===== src/rtl/interrupt_ack_sequencer.sv =====
// 8259A-style acknowledge sequencer: raises INT, runs the 8086 two-pulse INTA
// handshake, maintains the In-Service Register and drives the interrupt vector.
module interrupt_ack_sequencer #(
   parameter logic [2:0] SPURIOUS_LEVEL = 3'd7
) (
   input  logic       clk,
   input  logic       reset,
   input  logic [7:0] irr_req,
   input  logic       inta_n,
   input  logic [4:0] icw2_base,
   input  logic       aeoi,
   input  logic       eoi_strobe,
   input  logic       eoi_specific,
   input  logic [2:0] eoi_level,
   output logic       int_out,
   output logic [7:0] isr,
   output logic [7:0] clr_irr,
   output logic [7:0] data_out,
   output logic       data_oe
);

   typedef enum logic [2:0] {IDLE, PEND, ACK1, WAIT2, ACK2} state_t;

   state_t     state;
   logic       inta_q;
   logic       spurious;
   logic [2:0] level;

   logic       fall_c;
   logic       rise_c;
   logic       cand_valid_c;
   logic [2:0] cand_level_c;
   logic [7:0] eoi_mask_c;
   logic [7:0] isr_eoi_c;

   assign fall_c = inta_q & ~inta_n;
   assign rise_c = ~inta_q & inta_n;

   // Fully nested priority: a request must outrank the highest in-service level.
   always_comb begin
      logic blocked;
      blocked      = 1'b0;
      cand_valid_c = 1'b0;
      cand_level_c = 3'd0;
      for (int i = 0; i < 8; i++) begin
         if (isr[i]) blocked = 1'b1;
         if (!blocked && !cand_valid_c && irr_req[i]) begin
            cand_valid_c = 1'b1;
            cand_level_c = 3'(i);
         end
      end
   end

   // EOI acts on the registered ISR; a same-cycle set is OR-ed in afterwards.
   always_comb begin
      eoi_mask_c = 8'h00;
      if (eoi_strobe) begin
         if (eoi_specific) eoi_mask_c = 8'h01 << eoi_level;
         else              eoi_mask_c = isr & (~isr + 8'h01);
      end
      isr_eoi_c = isr & ~eoi_mask_c;
   end

   always_ff @(posedge clk) begin
      if (reset) begin
         state    <= IDLE;
         inta_q   <= 1'b1;
         spurious <= 1'b0;
         level    <= 3'd0;
         int_out  <= 1'b0;
         isr      <= 8'h00;
         clr_irr  <= 8'h00;
         data_out <= 8'h00;
         data_oe  <= 1'b0;
      end else begin
         inta_q  <= inta_n;
         clr_irr <= 8'h00;
         isr     <= isr_eoi_c;
         case (state)
            IDLE: begin
               if (cand_valid_c) begin
                  int_out <= 1'b1;
                  state   <= PEND;
               end
            end
            PEND: begin
               if (fall_c) begin
                  int_out <= 1'b0;
                  state   <= ACK1;
                  if (cand_valid_c) begin
                     level    <= cand_level_c;
                     spurious <= 1'b0;
                     isr      <= isr_eoi_c | (8'h01 << cand_level_c);
                     clr_irr  <= 8'h01 << cand_level_c;
                  end else begin
                     level    <= SPURIOUS_LEVEL;
                     spurious <= 1'b1;
                  end
               end
            end
            ACK1: begin
               if (rise_c) state <= WAIT2;
            end
            WAIT2: begin
               if (fall_c) begin
                  data_oe  <= 1'b1;
                  data_out <= {icw2_base, level};
                  state    <= ACK2;
               end
            end
            ACK2: begin
               if (rise_c) begin
                  data_oe  <= 1'b0;
                  data_out <= 8'h00;
                  if (aeoi && !spurious) isr <= isr_eoi_c & ~(8'h01 << level);
                  state    <= IDLE;
               end
            end
            default: state <= IDLE;
         endcase
      end
   end

endmodule


===== config.mk =====
export PLATFORM = sky130hd
export DESIGN_NAME = interrupt_ack_sequencer
export DESIGN_NICKNAME = d
export VERILOG_FILES = /design/src/rtl/interrupt_ack_sequencer.sv
export SDC_FILE = /design/constraint.sdc
export NUM_CORES = 1
export LEC_CHECK = 0
export CAP_MARGIN = 20
export CORE_MARGIN = 2
export CORE_UTILIZATION = 23
export CTS_BUF_LIST = sky130_fd_sc_hd__clkbuf_8
export CTS_CLUSTER_DIAMETER = 150
export DETAILED_ROUTE_END_ITERATION = 8
export SLEW_MARGIN = 10
export SYNTH_ARGS = -nofsm -noshare
export SYNTH_HDL_FRONTEND = slang
export SYNTH_SLANG_ARGS = --single-unit

===== constraint.sdc =====
create_clock -name clk -period 1.71 [get_ports clk]
set_input_delay 0.171 -clock clk [delete_from_list [all_inputs] [get_ports clk]]
set_output_delay 0.171 -clock clk [all_outputs]
set_load 0.005 [all_outputs]

==> impl_metrics.yaml <==
placed_design:
  port_buffers: 47
  post_dp_cell_area_um2: 2526
  post-dp-hpwl_um: 3879
  gp_congestion: 0.8715
outcome:
  violations: "negative setup slack"
  status: "finished with violations"
critical_path:
  worstSetupStartpoint: "isr[1]"
  critPathSlowestCell: "or4_4"
  crit_chain: "buf_6 -> nor4_4 -> nand2b_1 -> or4_4 -> nor3b_2 -> o32a_1"
  r2r_start: "isr[1]"
  crit_required_ps: 1940
  path_buf_inv: 1
  critPathMaxStageDelay_ps: 480
  path_max_fanout: 3
  critPathArrivalTime_ps: 2020
  start_kind: "flop"
  cp.depth: 6
  crit_family: "simple AND/OR/NAND/NOR gates"
  worstSetupEndpointType: "flop"
  crit_type: "reg -> reg"
  reg2regPathDepth: 6
timing:
  whs_ps: 462.4
  setup_viol: 7
  period_needed_ps: 1788
  drv_slew: 0
  grt_setup_unrepaired: "true"
  fin_skew_ps: 4.362
  fin_tns_setup_ps: -258.7
  worst_pin_slew_ps: 437.8
  max_clock_freq_ghz: 0.5592
  worst_slack_ps: -78.26
  finalCritPeriodShare: 1.046
  slew_headroom: 0.7072
  hold_viol: 0
die:
  dieWidth_um: 90.11
  die-area_um2: 8120
  initial_core_util: 0.2364
  num_rows: 31
  pin_count: 48
  die_h_um: 90.11
  core-area_um2: 7214
final_layout:
  nNetsFinal: 304
  register_area_um2: 686.9
  diodes: 0
  final_cell_area_um2: 2740
  syn2layout_area_growth_pct: 60.68
  fillers: 766
  drive_above_1_share: 0.2686
  multiInputGateArea_um2: 985.9
pwr:
  p_leak_nw: 1.060
  irDropWorstVdd_mv: 0.2685
  p_per_area_nw_per_um2: 702.8
global_routing:
  track_usage: 0.1247
  grt_antenna_before_repair: 0
  grt_pass1_wl_um: 8280
  grt_max_degree: 21
  gr-total-overflow: 0
  grt_pass1_vias: 1714
detailed_routing:
  drc: 0
  routed_wl_um: 5117
  avgRoutedWirePerCell_um: 13.40
  drtIter0Drc: 72
  ant_nets: 0
  drt_pass1_iterations: 4
  vias: 1782
  via_per_inst: 4.665
clock_network:
  clk_pin_slew_ps: 70
  cts_tree: "built"
  cts.sinks: 34
  cts_buffers: 5
  clock_path_buffers: 2
  clock_latency_ps: 280
  ctsHoldBuffers: 0
  clock-root-buffer: "clkbuf_8"
  cts.htree.levels: 2
synthesis:
  yosysTopAreaCellShare: 0.3991
  ys_ff_latch: 34
  synth_edf_count: 0
  syn_avg_cell_area_um2: 8.791
  synth_ff_type: "dfxtp_1"
  ys_types: 50
  async_flop_share: 0
  ys_top_cells_by_count: "dfxtp_1, nor2_1, a21oi_1, nor3_1, nand2_1"
  ys_top_cells_by_area: "dfxtp_1, nor2_1, a22oi_1, a21oi_1, nor2b_1"
  syn_nets: 216
  ys_seq_area_frac: 0.3991
  synth_top_cell_by_area: "dfxtp_1"
  syn_area_um2: 1705
  yosysWarnings: 0
  synthCells: 194
  yosysMostFrequentCell: "dfxtp_1"
job:
  maxCapViolations: 0
min_path:
  hp-class: "reg -> reg"
  whs_path_depth: 2
  min_from: "int_out"
[routing by layer]
layer / global-route usage / vias up / wire, um
met2: 0.2030 / 35 / 2474
met5: 0 / - / 0
met1: 0.1576 / 848 / 2377
met4: 0.06026 / 0 / 106
li1: - / 891 / -
met3: 0.02515 / 8 / 159
[layout make-up]
class                           count  area share
Tap cell                           99     0.04521
Timing Repair Buffer               90      0.2959
Inverter                            6    0.008219
Clock buffer                        8     0.04018
Sequential cell                    34      0.2507
Multi-Input combinational cell    145      0.3598
[worst register-to-register path, cell delays in order (launching register included)]
cell and delay (ps):
dfxtp_2 340, buf_6 120, nor4_4 250, nand2b_1 170, or4_4 480, nor3b_2 220, o32a_1 150
[logic make-up (layout without fill, tap and decap cells)]
group	count (synthesis)	in the layout	share of synthesized area
AND/OR/NAND/NOR	91	91	0.3214
AO/OA/AOI/OAI	52	52	0.2260
flip-flops	34	34	0.3991
buffers and inverters	15	104	0.04255
XOR/XNOR	1	1	0.005137
multiplexers	1	1	0.005870
[where the power goes]
group | internal (W) | switching [W]
Combinational | 0.000213 | 0.000174
Clock | 0.000407 | 0.000292
Sequential | 0.000814 | 0.0000253
Total | 0.00143 | 0.000492
[sequential cells by signal (all words and copies together), names as in the netlist, 3 cells and up]
name and count:
clr_irr 8, level 3, data_out 8, isr 8, state 3
[worst paths after layout]
kind	slack (ps)	endpoint
worst min register to register	460	int_out
worst min-delay path	460	int_out
worst max register to register	-80	isr[5]
worst max-delay path	-80	isr[5]
[what timing repair did]
action | 4_1_cts | 5_1_grt
gates resized for setup | 6 | 11
cloned | 0 | 0
endpoints found under the setup margin | 14 | 22
pin swaps | 2 | 2
buffers inserted | 6 | 1
[through the flow]
stage               instances  total power (W)  setup WS [ps]    util
floorplan                 194         0.001028          5.067       -
global placement          367         0.001209         -246.6  0.3502
detailed placement        367         0.001210         -281.3  0.3502
CTS                       381         0.001930         -64.96  0.3736
global route              382         0.002011         -153.5  0.3798
finish                    382         0.001926         -78.26  0.3798
[cells in the final DEF (no fill, tap or decap), drive strengths merged, types with 4 or more instances in the layout]
cell type	synthesis	final
clkdlybuf4s50	0	46
buf	3	43
dfxtp	34	34
nor2	24	24
a21oi	11	11
nor3	10	10
nand2	10	10
nor2b	8	8
a22oi	8	8
clkbuf	6	8
nand2b	6	6
inv	6	6
o21ai	6	6
nor3b	5	5
nand3	4	4
nand4	4	4
a211oi	4	4
No activity file was read; power rests on OpenSTA's default activity.
